$ cat src/rtl/fir_out_requant.sv
// rtl/fir_out_requant.sv - FIR output requantizer: round, saturate, decimate, FWFT FIFO
//
// Requantizes a signed IW-bit FIR accumulator sample to OW bits with a
// round-half-up arithmetic right shift by SHIFT followed by saturation,
// keeps every DECIM-th sample, and buffers kept samples in a DEPTH-entry
// first-word-fall-through FIFO with a valid/ready output.
// Optional feature macro: FIR_REQUANT_SATCNT_EN (saturation event counter on
// oSAT_CNT); when undefined the counter is absent and oSAT_CNT reads 0.

module fir_out_requant #(
  parameter int IW    = 39,
  parameter int OW    = 16,
  parameter int SHIFT = 15,
  parameter int DECIM = 1,
  parameter int DEPTH = 4
) (
  input  logic                     CLK,
  input  logic                     RESET,
  input  logic                     iVALID,
  input  logic [IW-1:0]            iDATA,
  output logic                     oVALID,
  input  logic                     iREADY,
  output logic [OW-1:0]            oDATA,
  output logic                     oSAT,
  output logic                     oOVF,
  output logic [$clog2(DEPTH):0]   oCOUNT,
  output logic [15:0]              oSAT_CNT
);

  localparam int AW  = $clog2(DEPTH);
  localparam int DCW = (DECIM > 1) ? $clog2(DECIM) : 1;

  // Rounding constant 2^(SHIFT-1) in the widened (IW+1)-bit domain.
  localparam logic [IW:0]        C_ONE   = {{IW{1'b0}}, 1'b1};
  localparam logic signed [IW:0] C_HALF  = $signed(C_ONE << (SHIFT - 1));
  // Output range limits +2^(OW-1)-1 and -2^(OW-1), sign-extended to IW+1 bits.
  localparam logic signed [IW:0] C_MAX   = $signed({{(IW + 2 - OW){1'b0}}, {(OW - 1){1'b1}}});
  localparam logic signed [IW:0] C_MIN   = $signed({{(IW + 2 - OW){1'b1}}, {(OW - 1){1'b0}}});
  localparam logic [OW-1:0]      C_QMAX  = {1'b0, {(OW - 1){1'b1}}};
  localparam logic [OW-1:0]      C_QMIN  = {1'b1, {(OW - 1){1'b0}}};
  localparam logic [DCW-1:0]     C_DLAST = DCW'(DECIM - 1);
  localparam logic [AW:0]        C_DEPTH = (AW + 1)'(DEPTH);

  // ---------------------------------------------------------------------------
  // Stage 1: widen by one bit so adding the rounding constant cannot overflow,
  // then shift arithmetically (floor), which yields round-half-toward-+inf.
  // ---------------------------------------------------------------------------
  logic signed [IW:0] w_ext;
  logic signed [IW:0] w_sum;
  logic signed [IW:0] w_round;

  assign w_ext   = $signed({iDATA[IW-1], iDATA});
  assign w_sum   = w_ext + C_HALF;
  assign w_round = w_sum >>> SHIFT;

  logic               r_s1_valid;
  logic               r_s1_keep;
  logic signed [IW:0] r_s1_val;
  logic [DCW-1:0]     r_dcnt;

  // Capture the rounded sample and its keep decision; advance the decimation phase.
  always_ff @(posedge CLK) begin
    if (RESET) begin
      r_s1_valid <= 1'b0;
      r_s1_keep  <= 1'b0;
      r_s1_val   <= '0;
      r_dcnt     <= '0;
    end else begin
      r_s1_valid <= iVALID;
      if (iVALID) begin
        r_s1_val  <= w_round;
        r_s1_keep <= (r_dcnt == '0);
        r_dcnt    <= (r_dcnt == C_DLAST) ? '0 : r_dcnt + 1'b1;
      end
    end
  end

  // ---------------------------------------------------------------------------
  // Stage 2: saturate the stage-1 value to OW bits (combinational).
  // ---------------------------------------------------------------------------
  logic          w_sat_hi;
  logic          w_sat_lo;
  logic [OW-1:0] w_q;

  assign w_sat_hi = (r_s1_val > C_MAX);
  assign w_sat_lo = (r_s1_val < C_MIN);
  assign w_q      = w_sat_hi ? C_QMAX : (w_sat_lo ? C_QMIN : r_s1_val[OW-1:0]);

  // ---------------------------------------------------------------------------
  // FIFO control. A push into a full FIFO still succeeds when the head is
  // popped in the same cycle; otherwise the sample is dropped and flagged.
  // ---------------------------------------------------------------------------
  logic          w_push;
  logic          w_empty;
  logic          w_full;
  logic          w_pop;
  logic          w_wr;
  logic          w_drop;

  logic [OW-1:0] r_mem [DEPTH];
  logic [AW-1:0] r_wr_ptr;
  logic [AW-1:0] r_rd_ptr;
  logic [AW:0]   r_count;
  logic [OW-1:0] r_last;
  logic          r_sat;
  logic          r_ovf;

  assign w_push  = r_s1_valid & r_s1_keep;
  assign w_empty = (r_count == '0);
  assign w_full  = (r_count == C_DEPTH);
  assign w_pop   = ~w_empty & iREADY;
  assign w_wr    = w_push & (~w_full | w_pop);
  assign w_drop  = w_push & w_full & ~w_pop;

  // Sample storage; emptiness is tracked by r_count, so no reset is needed here.
  always_ff @(posedge CLK) begin
    if (w_wr) begin
      r_mem[r_wr_ptr] <= w_q;
    end
  end

  // Pointers, occupancy and the last-popped value shown while the FIFO is empty.
  always_ff @(posedge CLK) begin
    if (RESET) begin
      r_wr_ptr <= '0;
      r_rd_ptr <= '0;
      r_count  <= '0;
      r_last   <= '0;
    end else begin
      if (w_wr) begin
        r_wr_ptr <= r_wr_ptr + 1'b1;
      end
      if (w_pop) begin
        r_rd_ptr <= r_rd_ptr + 1'b1;
        r_last   <= r_mem[r_rd_ptr];
      end
      case ({w_wr, w_pop})
        2'b10:   r_count <= r_count + 1'b1;
        2'b01:   r_count <= r_count - 1'b1;
        default: r_count <= r_count;
      endcase
    end
  end

  // Saturation pulse for every kept sample, and the sticky drop flag.
  always_ff @(posedge CLK) begin
    if (RESET) begin
      r_sat <= 1'b0;
      r_ovf <= 1'b0;
    end else begin
      r_sat <= w_push & (w_sat_hi | w_sat_lo);
      if (w_drop) begin
        r_ovf <= 1'b1;
      end
    end
  end

  assign oVALID = ~w_empty;
  assign oDATA  = w_empty ? r_last : r_mem[r_rd_ptr];
  assign oSAT   = r_sat;
  assign oOVF   = r_ovf;
  assign oCOUNT = r_count;

`ifdef FIR_REQUANT_SATCNT_EN
  logic [15:0] r_sat_cnt;

  // Count saturation pulses, holding at all-ones instead of wrapping.
  always_ff @(posedge CLK) begin
    if (RESET) begin
      r_sat_cnt <= '0;
    end else if (r_sat && (r_sat_cnt != 16'hFFFF)) begin
      r_sat_cnt <= r_sat_cnt + 16'd1;
    end
  end

  assign oSAT_CNT = r_sat_cnt;
`else
  assign oSAT_CNT = 16'd0;
`endif

endmodule
$ cat config.mk
export PLATFORM = sky130hd
export DESIGN_NAME = fir_out_requant
export DESIGN_NICKNAME = d
export VERILOG_FILES = /design/src/rtl/fir_out_requant.sv
export SDC_FILE = /design/constraint.sdc
export NUM_CORES = 1
export LEC_CHECK = 0
export CORE_UTILIZATION = 65
export CTS_CLUSTER_DIAMETER = 50
export CTS_CLUSTER_SIZE = 24
export DETAILED_ROUTE_END_ITERATION = 12
export DONT_BUFFER_PORTS = 1
export PLACE_DENSITY_LB_ADDON = 0.05
export SYNTH_ARGS = -nofsm -noshare
export SYNTH_HDL_FRONTEND = slang
export SYNTH_SLANG_ARGS = --single-unit
$ cat constraint.sdc
create_clock -name CLK -period 3.4 [get_ports CLK]
set_clock_uncertainty 0.05 [all_clocks]
set_input_delay 0.51 -clock CLK [delete_from_list [all_inputs] [get_ports CLK]]
set_output_delay 0.51 -clock CLK [all_outputs]
set_load 0.01 [all_outputs]
# --- Word level (Yosys, flattened, before mapping) ---
# Memories as Yosys holds them, arrays and structs flattened. A register that Yosys moved wholly into a read port is not among the register bits.
# Index checks and enable logic that the tools add are counted.
totals:
  regBits: 53
  latch_bits: 0
  ram_bits: 64
  rom_bits: 0
  in_bits: 43
  out_inout_bits: 38
  wordCells: 45
  memories: 1
classes:
  add_sub_neg: 6
  multipliers: 0
  div: 0
  order_cmp: 2
  n_eq_ne: 3
  shifts: 0
  mux: 9
  bitwise_logic: 12
  n_reduce_logical: 2
mem_list:
  columns: ["name", "depth", "width", "rd", "rd_ports_with_merged_regs", "write_ports", "line", "text"]
  rows:
  - ["r_mem", 4, 16, 1, 1, 1, "100", "logic [OW-1:0] r_mem [DEPTH];"]
op_table:
  columns: ["operator", "n"]
  rows:
  - ["2-to-1 mux 16 bit", 3]
  - ["adder 39 x 16 -> 40 bit, second input constant", 1]
  - ["greater-than comparator 25 x 16 -> 1 bit, second input constant", 1]
  - ["less-than comparator 25 x 16 -> 1 bit, second input constant", 1]
  - ["bitwise AND 1 bit", 6]
  - ["one-hot mux 3 bit (2 select lines)", 1]
  - ["adder 2 x 1 -> 2 bit, second input constant", 2]
  - ["2-to-1 mux 2 bit", 2]
  - ["inverter 1 bit", 4]
  - ["adder 3 x 1 -> 3 bit, second input constant", 1]
  - ["equality test 3 bit, second input constant", 1]
  - ["zero test 3 bit", 1]
  - ["2-to-1 mux 1 bit", 3]
  - ["subtractor 3 x 1 -> 3 bit, second input constant", 1]
  - ["equality test 2 x 1 -> 1 bit, second input constant", 1]
  - ["equality test 2 bit, second input constant", 1]
  - ["OR 1 bit", 2]
  - ["nonzero test 2 bit", 1]
  - ["adder 1 bit, second input constant", 1]

# --- Depth between registers and ports, before layout ---
# Gate-level depths: netlist of the first run.
logic_depth:
  ltp_word: 7
  depth_mapped: 8
  depth_no_buf: 7

# --- Worst setup path before layout of the first run ---
# No wires, ideal clock.
synth_timing:
  kind: "register -> output"
  start: "reg with a tool-made name"
  end: "out oDATA[10]"
  t_arrival_ps: 1840
  required_ps: 2840
  setup_slack_ps: 1000
  stages_incl_launch_ff: 5
  n_path_buf: 2
  path_cell_list: "dfxtp_1 > clkbuf_1 > buf_2 > mux4_2 > mux2_2"
synth_lines:
  columns: ["item", "line", "text"]
  rows:
  - ["end, declared", "23", "output logic [OW-1:0] oDATA,"]

==> results.json, run 1 <==
{
  "status": "finished, final reports clean",
  "final_util": 0.7569,
  "synth_top_area_frac": 0.3648,
  "antenna_found_initial": 0,
  "grt_first_pass_wirelength_microns": 15530,
  "io_buffers": 0,
  "dp_hpwl_microns": 5808,
  "setup_viol_count_final": 0,
  "areaGrowthSynthToFinish_pct": 11.62,
  "hold_violations": 0,
  "rr_worst_depth": 7,
  "cts-htree-levels": 4,
  "drt_iter0_drc": 191,
  "root_buffer": "clkbuf_8",
  "synth_area_sq_um": 5268,
  "grt-ovfl-total": 0,
  "hold_path_class": "in -> reg",
  "max_slew_margin": 0.4434,
  "leakagePower_nw": 1.983,
  "syn_inst": 442,
  "wl_per_cell_microns": 17.37,
  "die_h_microns": 92.02,
  "dr.pass1.iters": 5,
  "dr_total_vias": 3321,
  "ant_nets": 0,
  "drv_slew": 0,
  "synthTopCellsByArea": "edfxtp_1 (36%), dfxtp_1 (21%), mux4_2 (6.8%), mux2_2 (3.4%), nand2_1 (3.1%)",
  "ys_async_sr_fraction": 0,
  "worstMarginPinSlew_ns": 0.8348,
  "crit_type": "reg -> out",
  "layout_commonest_cell": "edfxtp_1",
  "die_w_microns": 92.02,
  "synth_warnings": 0,
  "clockBufferDepth": 2,
  "avgSynthCellArea_sq_um": 11.92,
  "yosys.area.top_type": "edfxtp_1",
  "diodes": 0,
  "design_area_sq_um": 5879,
  "start_kind": "flop",
  "wirelength_microns": 9674,
  "required_ns": 2.84,
  "placed_area_sq_um": 5265,
  "dieArea_sq_um": 8468,
  "place_congestion": 0.6932,
  "drc": 0,
  "cts.sinks": 118,
  "rsz0062_at_grt": "false",
  "clkLatencyLatePin_ns": 0.51,
  "cts_tree": "built",
  "final_cell_mix": "edfxtp_1 (64), dfxtp_1 (54), nand2_1 (43)",
  "initial_utilization": 0.6782,
  "worstPathCellList": "mux4_2 > mux2_2",
  "stdcell_count": 557,
  "grtUsageTotal": 0.2453,
  "grt_max_degree": 52,
  "cp.depth": 2,
  "post_cts_buffers": 0,
  "powerDensity_nw_per_um2": 695.8,
  "cap_viol_max_count": 0,
  "fin_setup_tns_ns": 0,
  "cts_resized": 0,
  "synth_edf_count": 64,
  "placedCellCount": 522,
  "ys_seq_area_frac": 0.5701,
  "crit_arrival_ns": 2.14,
  "via_per_inst": 5.962,
  "max-vdd-ir-drop_uv": 451.6,
  "total_power_w": 0.004091,
  "synth_cell_type_count": 46,
  "num_rows": 32,
  "cts_buffers": 17,
  "fmaxAchievable_mhz": 370.4,
  "cp_max_fo": 16,
  "crit_slowest_cell": "dfxtp_1",
  "final.min_clock_period_ns": 2.699,
  "path_clk_slew_ns": 0.06,
  "end_kind": "output pin",
  "period_share": 0.7940,
  "ys_ff_latch": 118,
  "nFillCells": 487,
  "crit_buf_inv": 0,
  "holdPathStages": 1,
  "ys.flop_type": "edfxtp_1",
  "core_area_sq_um": 7767,
  "grt_pass1_vias": 3279,
  "drive_gt1_frac": 0.1692,
  "fin_nets": 491,
  "path_delay_family": "flip-flops",
  "pin_count": 81,
  "slowest_delay_ns": 0.83
}
==> flip-flops by register name (all words and copies together) (netlist names), named ones only <==
name	cells
oSAT	1
r_s1_valid	1
r_s1_val	25
r_rd_ptr	2
r_last	16
r_s1_keep	1
r_wr_ptr	2
oOVF	1
oCOUNT	3
r_mem	64
==> metrics by stage <==
stage | worst slack, ns | hold slack, ns
2_1_floorplan | 0.9997 | 0.3829
3_3_place_gp | 1.079 | 0.3815
3_5_place_dp | 0.9802 | 0.3887
4_1_cts | 0.6727 | 0.00003991
5_1_grt | 0.6245 | 0.001288
6_report | 0.7005 | 0.02327
==> final timing paths <==
check | start | endpoint | slack (ns)
worst min register to register | r_last[2] | r_last[2] | 0.40
worst min-delay path | RESET | r_last[15] | 0.02
worst max register to register | oCOUNT[0] | oCOUNT[2] | 0.96
worst max-delay path | flop | oDATA[5] | 0.70
==> final cells by class <==
| class | count | area, sq um | share of cell area |
|---|---|---|---|
| well taps | 102 | 127.6 | 0.02171 |
| inverters | 11 | 41.29 | 0.007023 |
| repair buffers | 10 | 82.58 | 0.01405 |
| clock buffers | 19 | 464.2 | 0.07895 |
| multi-input cells | 284 | 2041 | 0.3471 |
| flip-flops and latches | 118 | 3003 | 0.5107 |
| clock inverters | 13 | 120.1 | 0.02043 |
==> cell usage after synthesis (all sizes together), types with 8 or more instances <==
cell type  count
a211oi        11
a21o          15
a21oi         20
a311oi        11
buf           23
clkbuf        21
dfxtp         54
edfxtp        64
inv           11
mux2          16
mux4          16
nand2         43
nand3          8
nor2          32
nor3           8
o21ai         12
or3           11
xnor2         11
==> routing by layer <==
| metal | global-route usage | part of all wire | wire, microns | vias up |
|---|---|---|---|---|
| met4 | 0.1250 | 0.016 | 157 | 0 |
| met1 | 0.3073 | 0.44 | 4287 | 1570 |
| met2 | 0.3968 | 0.48 | 4671 | 124 |
| met3 | 0.06136 | 0.058 | 558 | 11 |
| met5 | 0 | 0 | 0 | - |
| li1 | - | - | - | 1616 |
==> logic make-up after synthesis <==
logic type / count (synthesis) / synth area share
buffers and inverters: 55 / 0.05416
adders and majority gates: 6 / 0.01568
xor gates and xnor gates: 14 / 0.02328
and+or+nand+nor: 131 / 0.1230
DFF: 118 / 0.5701
muxes: 33 / 0.1045
AOI/OAI and AO/OA: 84 / 0.1086
other: 1 / 0.0007119
==> repair_timing <==
action,4_1_cts,5_1_grt
endpoints found under the setup margin,0,0
hold buffers,1,2
hold endpoints to repair,8,3
==> power breakdown <==
group,switching (W),internal (W)
clock network,0.000645,0.00106
logic,0.000383,0.000327
registers,0.0000739,0.00160
Power figures use the tool's default switching activity.
==> run 2: changes to the inputs <==
--- a/config.mk
+++ b/config.mk
@@ -5,7 +5,7 @@
 export SDC_FILE = /design/constraint.sdc
 export NUM_CORES = 1
 export LEC_CHECK = 0
-export CORE_UTILIZATION = 65
+export CORE_UTILIZATION = 63
 export CTS_CLUSTER_DIAMETER = 50
 export CTS_CLUSTER_SIZE = 24
 export DETAILED_ROUTE_END_ITERATION = 12
==> constraint.sdc (replaced) <==
create_clock -name CLK -period 2.5 [get_ports CLK]
set_clock_uncertainty 0.05 [all_clocks]
set_input_delay 0.375 -clock CLK [delete_from_list [all_inputs] [get_ports CLK]]
set_output_delay 0.375 -clock CLK [all_outputs]
set_load 0.01 [all_outputs]
==> results.json, run 2 (synthesis results as in run 1) <==
{
  "final_util": 0.7767,
  "post_cts_buffers": 0,
  "path_clk_slew_ns": 0.06,
  "drt_iter0_drc": 122,
  "setup_viol_count_final": 0,
  "antenna_found_initial": 0,
  "clockBufferDepth": 2,
  "end_kind": "output pin",
  "root_buffer": "clkbuf_8",
  "initial_utilization": 0.6678,
  "grt-ovfl-total": 0,
  "grt_pass1_vias": 3276,
  "swShare": 0.2642,
  "start_kind": "flop",
  "cts_buffers": 17,
  "hold_violations": 0,
  "io_buffers": 0,
  "grt_max_degree": 53,
  "grtUsageTotal": 0.2489,
  "cts-htree-levels": 4,
  "dr_total_vias": 3416,
  "drive_gt1_frac": 0.1835,
  "leakagePower_nw": 2.107,
  "cp_max_fo": 16,
  "grt_first_pass_wirelength_microns": 15950,
  "nFillCells": 476,
  "top_regs": "r_mem (64), r_s1_val (25), r_last (16)",
  "fmaxAchievable_mhz": 416.1,
  "largest_reg_flops": 64,
  "num_rows": 32,
  "dr.pass1.iters": 4,
  "hold_path_class": "in -> reg",
  "multiInputGateArea_sq_um": 2044,
  "p_int_w": 0.004267,
  "ant_nets": 0,
  "via_per_inst": 5.931,
  "diodes": 0,
  "cap_viol_max_count": 0,
  "max-vdd-ir-drop_uv": 515.2,
  "powerDensity_nw_per_um2": 946.8,
  "pin_count": 81,
  "crit_type": "reg -> out",
  "seqPwrFrac": 0.393,
  "fin_nets": 510,
  "comb_power_share": 0.180,
  "cts.sinks": 118,
  "drv_slew": 0,
  "final_cell_mix": "edfxtp_1 (64), dfxtp_1 (53), nand2_1 (43)",
  "core_area_sq_um": 7888,
  "period_share": 0.9614,
  "die_w_microns": 93.44,
  "p_sw_w": 0.001533,
  "dp_hpwl_microns": 6095,
  "final.min_clock_period_ns": 2.403,
  "layout_commonest_cell": "edfxtp_1",
  "place_congestion": 0.7678,
  "status": "finished, final reports clean",
  "areaGrowthSynthToFinish_pct": 16.29,
  "dieArea_sq_um": 8731,
  "rsz0062_at_grt": "false",
  "required_ns": 2.08,
  "largest_register": "r_mem",
  "wl_per_cell_microns": 17.53,
  "clkLatencyLatePin_ns": 0.51,
  "final-seq-area_sq_um": 3004,
  "drc": 0,
  "die_h_microns": 93.44,
  "clock_power_share": 0.427,
  "crit_arrival_ns": 1.98,
  "wirelength_microns": 10100,
  "fin_setup_tns_ns": 0,
  "cts_tree": "built"
}
==> run 2: final timing paths <==
check / startpoint / to / slack [ns] / depth (start not counted)
worst max-delay path: flop / oDATA[13] / 0.1 / 3
worst min-delay path: iVALID / r_s1_val[17] / 0.02 / 2
worst max register to register: oCOUNT[2] / oCOUNT[2] / 0.21 / 7
worst min register to register: r_last[14] / r_last[14] / 0.40 / 2
==> run 2: layer usage <==
metal,vias up,GRT usage,part of all wire
met5,-,0,0
met4,0,0.1218,0.012
met3,10,0.05935,0.054
met2,109,0.4112,0.51
met1,1634,0.3074,0.42
li1,1663,-,-
==> run 2: layout make-up <==
type / count / share of cell area
clock buffer: 19 / 0.07394
inverter: 11 / 0.006740
timing repair buffer: 29 / 0.04657
sequential: 118 / 0.4904
tap: 102 / 0.02083
multi-input combinational: 284 / 0.3337
clock inverter: 13 / 0.02778
==> run 2: power groups by stage <==
stage	combinational (W)	clock (W)	sequential, W
floorplan	0.000855	0	0.00227
global placement	0.000954	0	0.00230
detailed placement	0.000979	0	0.00231
CTS	0.00105	0.00251	0.00227
global route	0.00113	0.00259	0.00229
finish	0.00105	0.00248	0.00228
==> run 2: critical path: stages (launching register included) <==
cell and delay [ns]:
dfxtp_1 0.35, buf_8 0.22, mux4_2 0.57, mux2_2 0.32
==> run 2: stage by stage <==
step	total power (W)	instances	instance area, sq um	hold WS [ns]	setup slack (ns)
floorplan	0.003126	457	5324	0.3829	0.2347
global placement	0.003253	528	5310	0.3816	0.3460
detailed placement	0.003287	528	5310	0.3867	0.2739
CTS	0.005827	576	6117	0.0002862	0.03796
global route	0.006012	576	6126	0.002891	0.01723
finish	0.005800	576	6126	0.01653	0.09650
==> run 2: repair_timing <==
action	CTS	global route
resized for setup	1	3
hold endpoints to repair	54	0
setup endpoints to repair	7	3
hold buffers	16	0
==> run 3: changes to the inputs <==
--- a/config.mk
+++ b/config.mk
@@ -5,12 +5,13 @@
 export SDC_FILE = /design/constraint.sdc
 export NUM_CORES = 1
 export LEC_CHECK = 0
-export CORE_UTILIZATION = 63
+export CORE_UTILIZATION = 65
+export CTS_BUF_LIST = sky130_fd_sc_hd__clkbuf_4
 export CTS_CLUSTER_DIAMETER = 50
 export CTS_CLUSTER_SIZE = 24
 export DETAILED_ROUTE_END_ITERATION = 12
 export DONT_BUFFER_PORTS = 1
-export PLACE_DENSITY_LB_ADDON = 0.05
+export PLACE_DENSITY = 0.81
 export SYNTH_ARGS = -nofsm -noshare
 export SYNTH_HDL_FRONTEND = slang
 export SYNTH_SLANG_ARGS = --single-unit
==> results.json, run 3 (synthesis results as in run 1) <==
{
  "status": "finished, final reports clean",
  "die_h_microns": 92.02,
  "ant_nets": 0,
  "clkLatencyLatePin_ns": 0.50,
  "layout_commonest_cell": "edfxtp_1",
  "initial_utilization": 0.6782,
  "r2r-start": "oCOUNT[0]",
  "worstMarginPinSlew_ns": 1.217,
  "wl_per_cell_microns": 16.74,
  "dr.pass1.iters": 5,
  "areaGrowthSynthToFinish_pct": 10.83,
  "max-vdd-ir-drop_uv": 357.7,
  "drv_slew": 0,
  "clockBufferDepth": 2,
  "via_per_inst": 5.977,
  "cts_buffers": 17,
  "hold_path_class": "in -> reg",
  "powerDensity_nw_per_um2": 832.5,
  "hp-start": "iVALID",
  "max_slew_margin": 0.1846,
  "cts_tree": "built",
  "drt_iter0_drc": 207,
  "regToRegSetupSlack_ns": 0.22,
  "grtUsageTotal": 0.2505,
  "final_cell_mix": "edfxtp_1 (64), dfxtp_1 (54), nand2_1 (43)",
  "cts-htree-levels": 4,
  "rr_worst_depth": 6,
  "fin_setup_tns_ns": 0,
  "fin_nets": 511,
  "grt_pass1_vias": 3448,
  "path_clk_slew_ns": 0.09,
  "pin_count": 81,
  "place_congestion": 0.8024,
  "dpl_worst_slack_ns": 0.2551,
  "largest_register": "r_mem",
  "r2r-end": "oCOUNT[2]",
  "diodes": 0,
  "fmaxAchievable_mhz": 420.0,
  "final_util": 0.7516,
  "grt-ovfl-total": 0,
  "crit_arrival_ns": 1.96,
  "cap_viol_max_count": 0,
  "drc": 0,
  "hold_violations": 0,
  "top_regs": "r_mem (64), r_s1_val (25), r_last (16)",
  "root_buffer": "clkbuf_4",
  "setup_ws_ns": 0.1193,
  "rsz0062_at_grt": "false",
  "period_share": 0.9523,
  "final.min_clock_period_ns": 2.381,
  "largest_reg_flops": 64,
  "cts.sinks": 118,
  "grt_first_pass_wirelength_microns": 15950,
  "die_w_microns": 92.02,
  "start_kind": "flop",
  "dieArea_sq_um": 8468,
  "setup_viol_count_final": 0,
  "num_rows": 32,
  "leakagePower_nw": 1.987,
  "crit_type": "reg -> out",
  "antenna_found_initial": 0,
  "cp_max_fo": 16,
  "worst_hold_path.endpoint": "r_s1_val[2]",
  "nFillCells": 489,
  "required_ns": 2.08,
  "dp_hpwl_microns": 6056,
  "end_kind": "output pin",
  "grt_max_degree": 53,
  "core_area_sq_um": 7767,
  "final-seq-area_sq_um": 3003,
  "multiInputGateArea_sq_um": 2041,
  "drive_gt1_frac": 0.1684,
  "holdPathStages": 2,
  "dr_total_vias": 3449,
  "total_power_w": 0.004860,
  "io_buffers": 0,
  "wirelength_microns": 9661
}
## run 3: changes by cell type in the layout (fill, tap and decap cells not counted), sizes merged
| cell | change |
|---|---|
| inv | -2 |
| dlygate4sd3 | +2 |
| clkinv | +1 |
| buf | -1 |
| clkinvlp | -1 |
| bufinv | +2 |
## run 3: stage by stage
step | cells | area (sq um) | hold WS [ns]
floorplan | 457 | 5324 | 0.3829
global placement | 527 | 5303 | 0.3818
detailed placement | 527 | 5303 | 0.3868
CTS | 576 | 5824 | 0.001134
global route | 577 | 5838 | 0.0007476
finish | 577 | 5838 | 0.04503
## run 3: area by class of cell
cell class / count / share of cell area
Sequential cell: 118 / 0.5144
Tap cell: 102 / 0.02186
Multi-Input combinational cell: 284 / 0.3496
Inverter: 11 / 0.007072
Timing Repair Buffer: 30 / 0.05101
Clock buffer: 19 / 0.02443
Clock inverter: 13 / 0.03172
## run 3: worst max-delay path by stage
| stage | start | endpoint | slack, ns | depth (start not counted) |
|---|---|---|---|---|
| final | flop | oDATA[12] | 0.12 | 3 |
| after global routing | flop | oDATA[12] | 0.02 | 3 |
| after CTS | flop | oDATA[12] | 0.05 | 3 |
| after detailed placement | oCOUNT[0] | oCOUNT[2] | 0.26 | 6 |
| after global placement | iDATA[14] | r_s1_val[17] | 0.36 | 5 |
| after floorplan | flop | oDATA[10] | 0.23 | 4 |
## run 3: report_power, final
group          switching (W)  internal [W]  leakage, nW
Combinational       0.000572      0.000478        0.802
Sequential         0.0000806       0.00217         1.01
Clock               0.000657      0.000898        0.180
Total                0.00131       0.00355         1.99
## run 3: per-layer routing
layer	track usage	vias to the layer above	routed length [microns]
met5	0	-	0
met4	0.09115	0	133
met2	0.4111	127	4732
met3	0.06799	16	571
li1	-	1667	-
met1	0.3208	1639	4223
## run 3: timing repair
action                                  CTS  global route
buffers inserted                          0             0
gates resized for setup                   1             1
endpoints found under the setup margin    6             2
hold endpoints to repair                 54             1
hold buffers                             17             1
## run 3: worst max-delay path, cell delays in order, from the launching register on
cell,delay [ns]
dfxtp_1,0.36
buf_8,0.22
mux4_2,0.57
mux2_2,0.32
